==> src/rtl/a2d_spi_intf_pkg.sv <==
// a2d_pkg: shared types and constants for the ADC128S SPI master.
//   state_t        frame-sequencing FSM states
//   SCLK_DIV_INIT  divider preload giving a 9-clk front porch before the first SCLK fall
//   FRAME_BITS     bits per SPI frame
//   CMD_PAD        trailing don't-care bits of the command word
//   make_cmd()     builds the 16-bit command word for a channel
package a2d_pkg;

    typedef enum logic [2:0] {IDLE, FRAME1, GAP, FRAME2} state_t;

    localparam logic [4:0]  SCLK_DIV_INIT = 5'b10111;
    localparam int          FRAME_BITS    = 16;
    localparam logic [10:0] CMD_PAD       = 11'h000;

    // ADC128S control byte: two don't-care bits, then ADD2..ADD0.
    function automatic logic [15:0] make_cmd(input logic [2:0] ch);
        return {2'b00, ch, CMD_PAD};
    endfunction

endpackage

==> src/rtl/a2d_spi_intf_spi_frame16.sv <==
// spi_frame16: runs one 16-bit SPI frame (mode 3, SCLK idles high).
// Ports:
//   clk, rst_n   clock, async active-low reset
//   start        one-cycle pulse: load cmd and begin a frame
//   cmd          16-bit word shifted out MSB first
//   MISO         serial data in, sampled on SCLK rise
//   SCLK         SPI clock, div MSB while a frame is active, high otherwise
//   MOSI         serial data out (MSB of the shift register)
//   data         received word including the bit completing on this edge
//   frame_done   high on the edge that performs the 16th shift
module spi_frame16
    import a2d_pkg::*;
#(
    parameter int SCLK_DIV_W = 5
) (
    input  logic        clk,
    input  logic        rst_n,
    input  logic        start,
    input  logic [15:0] cmd,
    input  logic        MISO,
    output logic        SCLK,
    output logic        MOSI,
    output logic [15:0] data,
    output logic        frame_done
);

    localparam logic [SCLK_DIV_W-1:0] DIV_INIT = SCLK_DIV_W'(SCLK_DIV_INIT);
    // div value just before SCLK rises / falls
    localparam logic [SCLK_DIV_W-1:0] DIV_RISE = {1'b0, {(SCLK_DIV_W-1){1'b1}}};
    localparam logic [SCLK_DIV_W-1:0] DIV_FALL = '1;

    logic [SCLK_DIV_W-1:0] div;
    logic [15:0]           shreg;
    logic [4:0]            shift_cnt;
    logic                  active;
    logic                  rose;      // a rise has occurred since the last fall
    logic                  miso_smp;
    logic                  shift_now;

    // The front-porch fall has no preceding rise, so it never shifts.
    assign shift_now  = active && rose && (div == DIV_FALL);
    assign frame_done = shift_now && (shift_cnt == 5'(FRAME_BITS - 1));
    assign data       = {shreg[14:0], miso_smp};
    assign SCLK       = ~active | div[SCLK_DIV_W-1];
    assign MOSI       = shreg[15];

    always_ff @(posedge clk or negedge rst_n) begin
        if (!rst_n) begin
            div       <= '1;
            shreg     <= '0;
            shift_cnt <= '0;
            active    <= 1'b0;
            rose      <= 1'b0;
            miso_smp  <= 1'b0;
        end else if (start) begin
            div       <= DIV_INIT;
            shreg     <= cmd;
            shift_cnt <= '0;
            active    <= 1'b1;
            rose      <= 1'b0;
        end else if (active) begin
            div <= div + 1'b1;
            if (div == DIV_RISE) begin
                miso_smp <= MISO;
                rose     <= 1'b1;
            end
            if (shift_now) begin
                shreg     <= data;
                rose      <= 1'b0;
                shift_cnt <= shift_cnt + 5'd1;
                // Dropping active on the last shift holds SCLK high.
                if (frame_done) active <= 1'b0;
            end
        end
    end

endmodule

==> src/rtl/a2d_spi_intf.sv <==
// a2d_spi_intf: SPI master for the ADC128S. One strt_cnv request runs two
// identical frames separated by a SS_n-high gap; the second frame carries the
// result of the requested channel (the ADC is pipelined by one frame).
// Ports:
//   clk, rst_n   clock, async active-low reset
//   strt_cnv     one-cycle request, accepted only in IDLE
//   chnnl        channel, captured on the accepting edge
//   cnv_cmplt    level, set at completion, cleared by the next accepted request
//   res          12-bit result, updated only at completion
//   a2d_SS_n     slave select, active low
//   SCLK, MOSI   SPI clock / data out
//   MISO         SPI data in
module a2d_spi_intf
    import a2d_pkg::*;
#(
    parameter int SCLK_DIV_W = 5,
    parameter int GAP_CYC    = 32,
    parameter int RES_W      = 12
) (
    input  logic             clk,
    input  logic             rst_n,
    input  logic             strt_cnv,
    input  logic [2:0]       chnnl,
    output logic             cnv_cmplt,
    output logic [RES_W-1:0] res,
    output logic             a2d_SS_n,
    output logic             SCLK,
    output logic             MOSI,
    input  logic             MISO
);

    localparam int GAP_W = $clog2(GAP_CYC + 1);

    state_t           state, next_state;
    logic             frame_start;
    logic             frame_done;
    logic [2:0]       chnnl_lat;
    logic [GAP_W-1:0] gap_cnt;
    logic [15:0]      cmd;
    logic [15:0]      data;
    logic [15-RES_W:0] unused_lead;

    // Leading bits of the ADC word are always zero.
    assign unused_lead = data[15:RES_W];

    // On the accepting edge chnnl_lat is not loaded yet, so use chnnl directly.
    assign cmd = make_cmd((state == IDLE) ? chnnl : chnnl_lat);

    spi_frame16 #(
        .SCLK_DIV_W (SCLK_DIV_W)
    ) u_frame (
        .clk        (clk),
        .rst_n      (rst_n),
        .start      (frame_start),
        .cmd        (cmd),
        .MISO       (MISO),
        .SCLK       (SCLK),
        .MOSI       (MOSI),
        .data       (data),
        .frame_done (frame_done)
    );

    always_ff @(posedge clk or negedge rst_n) begin
        if (!rst_n) state <= IDLE;
        else        state <= next_state;
    end

    always_comb begin
        next_state  = state;
        frame_start = 1'b0;
        case (state)
            IDLE: begin
                if (strt_cnv) begin
                    next_state  = FRAME1;
                    frame_start = 1'b1;
                end
            end
            FRAME1: begin
                if (frame_done) next_state = GAP;
            end
            GAP: begin
                if (gap_cnt == GAP_W'(GAP_CYC - 1)) begin
                    next_state  = FRAME2;
                    frame_start = 1'b1;
                end
            end
            FRAME2: begin
                if (frame_done) next_state = IDLE;
            end
            default: next_state = IDLE;
        endcase
    end

    always_ff @(posedge clk or negedge rst_n) begin
        if (!rst_n) begin
            a2d_SS_n  <= 1'b1;
            cnv_cmplt <= 1'b0;
            res       <= '0;
            chnnl_lat <= '0;
            gap_cnt   <= '0;
        end else begin
            if (frame_start)     a2d_SS_n <= 1'b0;
            else if (frame_done) a2d_SS_n <= 1'b1;

            gap_cnt <= (state == GAP) ? gap_cnt + 1'b1 : '0;

            if (state == IDLE && strt_cnv) begin
                chnnl_lat <= chnnl;
                cnv_cmplt <= 1'b0;
            end

            if (state == FRAME2 && frame_done) begin
                res       <= data[RES_W-1:0];
                cnv_cmplt <= 1'b1;
            end
        end
    end

endmodule

==> config.mk <==
export PLATFORM = sky130hd
export DESIGN_NAME = a2d_spi_intf
export DESIGN_NICKNAME = d
export VERILOG_FILES = /design/src/rtl/a2d_spi_intf_pkg.sv /design/src/rtl/a2d_spi_intf_spi_frame16.sv /design/src/rtl/a2d_spi_intf.sv
export SDC_FILE = /design/constraint.sdc
export NUM_CORES = 1
export LEC_CHECK = 0
export BUFFER_PORTS_ARGS = -buffer_cell sky130_fd_sc_hd__buf_2
export CORE_MARGIN = 2
export CORE_UTILIZATION = 62
export DETAILED_ROUTE_END_ITERATION = 10
export PLACE_DENSITY = 0.83
export SYNTH_ARGS = -nofsm -noshare
export SYNTH_HDL_FRONTEND = slang
export SYNTH_SLANG_ARGS = --single-unit
==> constraint.sdc <==
create_clock -name clk -period 5.35 [get_ports clk]
set_input_delay 0.535 -clock clk [delete_from_list [all_inputs] [get_ports clk]]
set_output_delay 0.535 -clock clk [all_outputs]
set_load 0.1 [all_outputs]
Word-level counts from Yosys, hierarchy flattened

Index checks and enable logic that the tools add are counted.
Widths: inputs -> output; s select.

Output and inout bits: 16
Input port bits: 7
Memories kept: 0
Word-level logic and storage cells: 74
Memory bits (read-only): 0
Memory bits (writable): 0
Flip-flop bits (word level): 55
Bits in latches: 0

Order comparisons: 0
Reduce and logical (&&, ||, !) cells: 15
Shifts and indexed selects: 0
$add $sub $neg: 3
Divide/modulo/power cells: 0
Equality and inequality tests: 11
Multipliers: 0
Bitwise operators: 3
Muxes and demuxes: 30

Operator list:

| kind                | count |
|---|---|
| $mux 16             | 3 |
| $mux 5              | 5 |
| $mux 3              | 5 |
| $mux 1              | 14 |
| $pmux 3 s4          | 1 |
| $add 5x1->5 const B | 2 |
| $eq 5x4->1 const B  | 2 |
| $ne 2x2->1 const B  | 4 |
| $reduce_bool 2->1   | 4 |
| $add 6x1->6 const B | 1 |
| $eq 3x2->1 const B  | 2 |
| $eq 6x5->1 const B  | 1 |
| $mux 6              | 1 |
| $eq 5x5->1 const B  | 1 |
| $logic_and 1x1->1   | 5 |
| $reduce_and 2->1    | 2 |
| $reduce_and 4->1    | 1 |
| $eq 3x1->1 const B  | 1 |
| $logic_not 3->1     | 1 |
| $reduce_and 3->1    | 1 |
| $reduce_bool 3->1   | 1 |
| $not 1->1           | 2 |
| $pmux 1 s2          | 1 |
| $or 1x1->1          | 1 |

Longest topological paths before layout

Gate-level depths: netlist of run 1.

Depth after elaboration: 7
Gate-level depth with buffers: 8
Depth with buffers taken out: 7

By module

From an unflattened synthesis of run 1, not the netlist that was laid out.

Cells, all modules: 235
Area, all modules: 2518.7 µm²

Modules (own cells, without submodules):

| module       | cells an instance | instances | area an instance (µm²) | sequential area each (µm²) |
|---|---|---|---|---|
| spi_frame16  | 154               | 1         | 1425.1                 | 732.0 |
| a2d_spi_intf | 81                | 1         | 1093.5                 | 626.9 |

Least setup slack after synthesis of run 1

No wires, ideal clock.

Path kind: reg-to-reg
From: register u_frame.div[0]
To: register res[10]
Arrival time: 1835 ps
Path slack: 3390 ps
Stages on the path, launching flop included: 9
Library setup time: 125 ps
Period minus slack after synthesis: 1960 ps
Path through: dfstp_2 > ha_1 > and3_1 > ha_1 > and3_1 > buf_4 > nand3_4 > buf_6 > mux2_4

Cells in the longest elaborated chain, start to end: 4

Ends and longest elaborated chain:

| item                   | RTL line                       | RTL |
|---|---|---|
| from (decl)            | a2d_spi_intf_spi_frame16.sv:32 | `logic [SCLK_DIV_W-1:0] div;` |
| from (signal assigned) | a2d_spi_intf_spi_frame16.sv:62 | `div <= div + 1'b1;` |
| $eq 5x5->1             | a2d_spi_intf_spi_frame16.sv:41 | `assign shift_now = active && rose && (div == DIV_FALL);` |
| $logic_and 1x1->1      | a2d_spi_intf_spi_frame16.sv:41 |  |
| $logic_and 1x1->1      | a2d_spi_intf_spi_frame16.sv:42 | `assign frame_done = shift_now && (shift_cnt == 5'(FRAME_BITS - 1));` |
| $logic_and 1x1->1      | a2d_spi_intf.sv:112            | `if (state == FRAME2 && frame_done) begin` |
| to (signal assigned)   | a2d_spi_intf.sv:113            | `res <= data[RES_W-1:0];` |
| to (decl)              | a2d_spi_intf.sv:25             | `output logic [RES_W-1:0] res,` |

Every way passes these cells.
A chain may end at the register's enable or synchronous reset.

Worst setup path after layout of run 1

From: register u_frame.div[0]
To: register res[6]

Same word-level chain as after synthesis.

==> results of run 1 <==
sequential cells by signal, indices dropped and copies added, names as in the netlist:
| register | flops |
|---|---|
| res | 12 |
| u_frame.miso_smp | 1 |
| u_frame.div | 5 |
| state | 2 |
| cnv_cmplt | 1 |
| chnnl_lat | 3 |
| u_frame.rose | 1 |
| gap_cnt | 6 |
| u_frame.shreg | 16 |
| u_frame.active | 1 |
| u_frame.shift_cnt | 5 |
| a2d_SS_n | 1 |
stage by stage:
stage | hold slack [ps] | area (um2) | power (uW)
after floorplan | 239 | 2440 | 418
after global placement | 452 | 2550 | 429
after detailed placement | 462 | 2550 | 429
after CTS | 351 | 2640 | 658
after global routing | 361 | 2640 | 680
final | 320 | 2640 | 654
metal layers:
layer	global-route usage [%]	vias to the layer above	share of wire, %
met5	0	-	0
li1	-	742	-
met2	30.4	25	46
met3	6.08	7	3.5
met1	28.1	718	49
met4	7.65	0	1.6
report_power, final:
part	switching (uW)	internal, uW	total [uW]	leakage [uW]
Clock	139	93.8	233	0.0000408
Sequential	0.627	409	409	0.000630
Combinational	8.59	2.69	11.3	0.000616
synth_stat cells, drive strengths merged (2+ instances only):
| master | instances | area (um2) |
|---|---|---|
| dfrtp | 48 | 1200 |
| nand2 | 42 | 158 |
| a21oi | 17 | 85.1 |
| mux2 | 17 | 225 |
| ha | 10 | 125 |
| mux2i | 10 | 100 |
| buf | 9 | 61.3 |
| nor2 | 9 | 33.8 |
| dfstp | 6 | 158 |
| nand3 | 6 | 42.5 |
| xnor2 | 5 | 43.8 |
| xor2 | 5 | 43.8 |
| and2 | 4 | 25.0 |
| inv | 4 | 15.0 |
| and3 | 3 | 18.8 |
| nand4 | 3 | 18.8 |
| o21ai | 3 | 15.0 |
| clkbuf | 2 | 7.51 |
| nand2b | 2 | 12.5 |
| nor2b | 2 | 12.5 |
worst paths after layout:
| kind | from | end | slack [ps] | depth (start not counted) |
|---|---|---|---|---|
| min | rst_n | gap_cnt[0]$_DFF_PN0_ | 320 | 2 |
| max in group asynchronous | rst_n | u_frame.rose$_DFFE_PN0P_ | 4590 | 2 |
| min reg2reg | gap_cnt[0]$_DFF_PN0_ | gap_cnt[0]$_DFF_PN0_ | 480 | 1 |
| min in group clk | MISO | u_frame.miso_smp$_DFFE_PN0P_ | 460 | 2 |
| max reg2reg | u_frame.div[0]$_DFFE_PN1P_ | res[6]$_DFFE_PN0P_ | 2640 | 6 |
| max | u_frame.div[0]$_DFFE_PN1P_ | res[6]$_DFFE_PN0P_ | 2640 | 6 |
final cells by class:
cell class / count / area share, %
clock inverters: 3 / 0.900
inverters: 4 / 0.569
flip-flops and latches: 54 / 51.5
repair buffers: 23 / 4.45
multi-input cells: 143 / 37.7
well taps: 48 / 2.27
clock buffers: 5 / 2.61
cells by family (layout without fill, tap and decap cells):
group	count (synthesis)	in the layout	share of synthesized area, %
simple gates	72	72	13.4
flops	54	54	55.7
mux	27	27	13.3
compound gates	24	24	5.39
buf+inv	15	35	3.44
fa+ha+maj	10	10	5.13
xor+xnor	10	10	3.59
worst max-delay path: cells and delay by family, from the launching register on:
family / cells / cell delay [ps]
adder cells (fa/ha/maj): 2 / 340
AND/OR/NAND/NOR: 3 / 1310
flip-flops: 1 / 560
multiplexers: 1 / 390
==> flow_summary.yaml, run 1 <==
cts:
  numCtsBuffers: 5
  cts_resized: 0
  worst_skew_pair.late_latency_ps: 320
  clock_pin_slew_worst_setup_and_hold_paths_ps: 100
  post-cts-setup-buffer-count: 0
  clock_tree.buffer_depth: 2
  cts_hold_repair.buffers: 0
  cts_tree: "yes"
  cts.htree.levels: 2
  cts.sinks: 54
  clock_tree.root_cell: "sky130_fd_sc_hd__clkbuf_8"
pwr:
  peak_supply_drop_uv: 172
  pwr_density_cell_mw_per_mm2: 248
  static-leakage-power_uw: 0.00129
global_routing:
  grt_pass1_wl_um: 6570
  grt_util_all_layers_pct: 20.3
  first_global_vias: 1391
  antenna_found_initial: 0
  largest_net_degree_at_the_start_of_global_routing: 55
  grt_ovf: 0
route:
  routedWlPerCell_um: 13.8
  routed-via-count: 1492
  drt.antenna.violating_nets: 0
  drt-vias-per-instance: 5.33
  drc_errors: 0
  detailedRoute.firstPassIterationCount: 4
  drt_iter0_drc: 115
  postRouteWirelength_um: 3880
timing:
  fin_setup_tns_ps: 0
  fmax_mhz: 369
  max_slew_margin_pct: 37.3
  period_needed_ps: 2710
  fin_skew_ps: 11.0
  final.setup.worst_slack_ps: 2640
  timing.final.crit_share_pct: 50.6
  report.final.setup_viol: 0
  report.final.hold_viol_count: 0
  grt_setup_unrepaired: "false"
  worst_slew_pin_slew_ps: 941
  report.final.slew_viol_count: 0
worst_setup_path:
  crit_start_category: "flop"
  max_stage_delay_ps: 790
  critical-path-slowest-cell: "sky130_fd_sc_hd__and3_1"
  timing.critical_path.cells: "ha_1 > and3_1 > ha_1 > and3_1 > nand3_4 > mux2_4"
  crit_path_end_kind: "flop"
  crit_path_max_fanout: 25
  crit_required_ps: 5560
  critical_path_arrival_ps: 2920
  setup.worst_path.class: "reg -> reg"
place:
  dp_worst_setup_slack_ps: 2640
  gp_congestion: 0.755
  detailed_place_hpwl_um: 2640
  buffer_ports.inserted: 22
  number_of_cells_after_detailed_placement: 272
yosys:
  synth_cells: 212
  netlist-cell-type-count: 30
  synth.avg_cell_area_um2: 11.5
  asyncSetResetFlopFracSynth_pct: 100
  mappedNetlistNets: 229
  ys_seq_elements: 54
  ys.flop_type: "sky130_fd_sc_hd__dfrtp_1"
  syn_area_mm2: 0.00244
  synthesis.yosys.warnings: 0
  synth_edf_count: 0
  synth.yosys.seq_area_share_pct: 55.7
die:
  die_h_um: 66.7
  floorplan.rows: 22
  start_util_pct: 65.6
  coreArea_mm2: 0.00372
  chipWidth_um: 66.7
  number_of_primary_i_o_pins: 23
  fp.dieArea_mm2: 0.00445
layout:
  antennaDiodeCount: 0
  finalCoreUtilization_pct: 71.0
  number_of_nets_in_the_finished_design: 248
  seqCellArea_mm2: 0.00136
  share_of_cells_above_drive_strength_1_pct: 23.7
  final_cell_mix: "sky130_fd_sc_hd__dfrtp_1, sky130_fd_sc_hd__nand2_1, sky130_fd_sc_hd__buf_2"
  layout.filler_cells: 266
  multi_input_area_um2: 996
  area_growth_syn_to_layout_pct: 8.26
  instances_no_fill: 280
  layout.cells.most_common: "sky130_fd_sc_hd__dfrtp_1"
hold_path:
  holdCritPathClass: "in -> async"
run:
  max_capacitance_violation_count: 0
run_status:
  status: "completed"
(Power assumes the default switching activity.)
==> run 2: changes to the inputs <==
--- a/config.mk
+++ b/config.mk
@@ -5,11 +5,12 @@
 export SDC_FILE = /design/constraint.sdc
 export NUM_CORES = 1
 export LEC_CHECK = 0
+export ABC_AREA = 1
 export BUFFER_PORTS_ARGS = -buffer_cell sky130_fd_sc_hd__buf_2
 export CORE_MARGIN = 2
-export CORE_UTILIZATION = 62
+export CORE_UTILIZATION = 53
 export DETAILED_ROUTE_END_ITERATION = 10
-export PLACE_DENSITY = 0.83
+export PLACE_DENSITY = 0.75
 export SYNTH_ARGS = -nofsm -noshare
 export SYNTH_HDL_FRONTEND = slang
 export SYNTH_SLANG_ARGS = --single-unit
==> constraint.sdc (replaced) <==
create_clock -name clk -period 2.25 [get_ports clk]
set_input_delay 0.225 -clock clk [delete_from_list [all_inputs] [get_ports clk]]
set_output_delay 0.225 -clock clk [all_outputs]
set_load 0.1 [all_outputs]
==> flow_summary.yaml, run 2 <==
run_status:
  status: "completed"
global_routing:
  grt_util_met2_pct: 27.8
  antenna_found_initial: 0
  met3_usage_pct: 4.58
  grt_util_all_layers_pct: 18.7
  grt_pass1_wl_um: 7550
  largest_net_degree_at_the_start_of_global_routing: 27
  busiest_layer_in_global_routing: "met2"
  first_global_vias: 1650
  grtUsageMet1_pct: 26.7
  grt_ovf: 0
die:
  die_h_um: 72.3
  floorplan.rows: 24
  number_of_primary_i_o_pins: 23
  fp.dieArea_mm2: 0.00523
  coreArea_mm2: 0.00441
  chipWidth_um: 72.3
  start_util_pct: 56.1
route:
  postRouteWirelength_um: 4280
  routedWlPerCell_um: 12.6
  detailedRoute.firstPassIterationCount: 4
  drt-vias-per-instance: 5.13
  routed-via-count: 1749
  drt_iter0_drc: 93
  drt.antenna.violating_nets: 0
  drc_errors: 0
timing:
  report.final.setup_viol: 0
  report.final.hold_viol_count: 0
  fin_setup_tns_ps: 0
  grt_setup_unrepaired: "false"
  report.final.slew_viol_count: 0
  fmax_mhz: 498
  fin_skew_ps: 7.98
  period_needed_ps: 2010
  max_slew_margin_pct: 62.3
  timing.final.crit_share_pct: 89.3
  worst_slew_pin_slew_ps: 565
layout:
  antennaDiodeCount: 0
  largestRegisters: "u_frame.shreg x16, res x12, gap_cnt x6"
  largest_register_ffs: 16
  final_cell_mix: "sky130_fd_sc_hd__nand2_1, sky130_fd_sc_hd__dfrtp_1, sky130_fd_sc_hd__o21ai_0"
  share_of_cells_above_drive_strength_1_pct: 17.6
  area_growth_syn_to_layout_pct: 9.15
  layout.filler_cells: 401
  max_flop_register: "u_frame.shreg"
  finalCoreUtilization_pct: 61.2
  layout.cells.most_common: "sky130_fd_sc_hd__nand2_1"
  number_of_nets_in_the_finished_design: 305
  multi_input_area_um2: 913
  seqCellArea_mm2: 0.00136
cts:
  post-cts-setup-buffer-count: 0
  cts_tree: "yes"
  clock_pin_slew_worst_setup_and_hold_paths_ps: 90
  cts.htree.levels: 2
  clock_tree.root_cell: "sky130_fd_sc_hd__clkbuf_8"
  worst_skew_pair.late_latency_ps: 310
  numCtsBuffers: 5
  cts_resized: 0
  clock_tree.buffer_depth: 2
  cts.sinks: 54
worst_setup_path:
  crit_required_ps: 2480
  setup.worst_path.class: "reg -> reg"
  critical_path_arrival_ps: 2240
  crit_start_category: "flop"
  crit_path_end_kind: "flop"
  crit_path_max_fanout: 19
pwr:
  peak_supply_drop_uv: 446
  static-leakage-power_uw: 0.00134
  design_power_total_uw: 2450
  pwr_density_cell_mw_per_mm2: 907
yosys:
  synth_cells: 263
  netlist-cell-type-count: 26
  ys.flop_type: "sky130_fd_sc_hd__dfrtp_1"
  synth_edf_count: 0
  mappedNetlistNets: 280
  synthDominantAreaCellType: "sky130_fd_sc_hd__dfrtp_1"
  synth_top_cell_area_share_pct: 48.5
  synth.yosys.seq_area_share_pct: 54.9
  post-synth-top-count-cell: "sky130_fd_sc_hd__nand2_1"
  syn_area_mm2: 0.00247
  synth_cell_count_leaders: "sky130_fd_sc_hd__nand2_1, sky130_fd_sc_hd__dfrtp_1, sky130_fd_sc_hd__o21ai_0"
  ys_seq_elements: 54
  synthesis.yosys.warnings: 0
  synth.avg_cell_area_um2: 9.41
  asyncSetResetFlopFracSynth_pct: 100
  netlist_top_cells_area: "sky130_fd_sc_hd__dfrtp_1, sky130_fd_sc_hd__nand2_1, sky130_fd_sc_hd__o21ai_0"
place:
  buffer_ports.inserted: 22
  gp_congestion: 0.829
  detailed_place_hpwl_um: 3060
run:
  max_capacitance_violation_count: 0
hold_path:
  holdCritPathClass: "in -> reg"
## run 2: changes by cell type after synthesis, sizes merged, moves of 4 or more
cell,previous run,this run
a21oi,17,8
and2,4,0
inv,4,32
mux2,17,0
mux2i,10,0
nand2,42,59
nand3,6,23
nor2,9,17
o21ai,3,37
xnor2,5,0
## run 2: layout make-up
cell class | instances | share of cell area, %
clock buffer | 7 | 3.20
clock inverter | 1 | 0.185
inverter | 32 | 4.54
multi-input combinational | 168 | 33.8
sequential | 54 | 50.3
tap | 52 | 2.41
timing repair buffer | 27 | 5.56
## run 2: where the power goes
group	internal, uW	leakage [uW]	switching, uW
Clock	249	0.0000482	295
Combinational	225	0.000575	432
Sequential	1140	0.000715	107
Total	1620	0.00134	834
## run 2: per-stage QoR
| stage | hold WS (ps) | worst slack (ps) | cells | cell area [um2] |
|---|---|---|---|---|
| final | 183 | 241 | 341 | 2700 |
| after global routing | 186 | 111 | 341 | 2700 |
| after CTS | 172 | 232 | 341 | 2700 |
| after detailed placement | 261 | 248 | 332 | 2600 |
| after global placement | 262 | 330 | 332 | 2600 |
| after floorplan | -70.6 | 465 | 263 | 2470 |
## run 2: worst paths after layout
| check | cells after the start | slack, ps | startpoint | endpoint |
|---|---|---|---|---|
| min reg2reg | 1 | 460 | gap_cnt[4]$_DFF_PN0_ | gap_cnt[4]$_DFF_PN0_ |
| max | 8 | 240 | u_frame.div[1]$_DFFE_PN1P_ | u_frame.shift_cnt[2]$_DFFE_PN0P_ |
| min in group asynchronous | 2 | 440 | rst_n | chnnl_lat[2]$_DFFE_PN0P_ |
| max in group asynchronous | 3 | 1120 | rst_n | u_frame.div[1]$_DFFE_PN1P_ |
| min | 3 | 180 | chnnl[0] | chnnl_lat[0]$_DFFE_PN0P_ |
| max reg2reg | 8 | 240 | u_frame.div[1]$_DFFE_PN1P_ | u_frame.shift_cnt[2]$_DFFE_PN0P_ |
## run 2: metal layers
layer | wire length (um) | vias up
met4 | 67 | 0
met5 | 0 | -
met3 | 170 | 7
met2 | 1870 | 30
met1 | 2170 | 817
li1 | - | 895
## run 2: cell families after synthesis
family | synth area share [%]
fa+ha+maj | 5.06
compound gates | 9.35
xor+xnor | 1.42
simple gates | 21.1
flops | 54.9
buf+inv | 8.19
## run 2: repair_timing
| action | CTS | global route |
|---|---|---|
| hold buffers | 1 | 0 |
| endpoints found under the setup margin | 0 | 0 |
| hold endpoints to repair | 24 | 0 |
## run 2: critical path: stages, from the launching register on
cell and delay, ps:
sky130_fd_sc_hd__dfstp_2 560, sky130_fd_sc_hd__ha_1 170, sky130_fd_sc_hd__and3_1 190, sky130_fd_sc_hd__ha_1 200, sky130_fd_sc_hd__nand3_4 160, sky130_fd_sc_hd__inv_2 300
sky130_fd_sc_hd__nand2_1 100, sky130_fd_sc_hd__xor2_1 150, sky130_fd_sc_hd__nor2_1 100
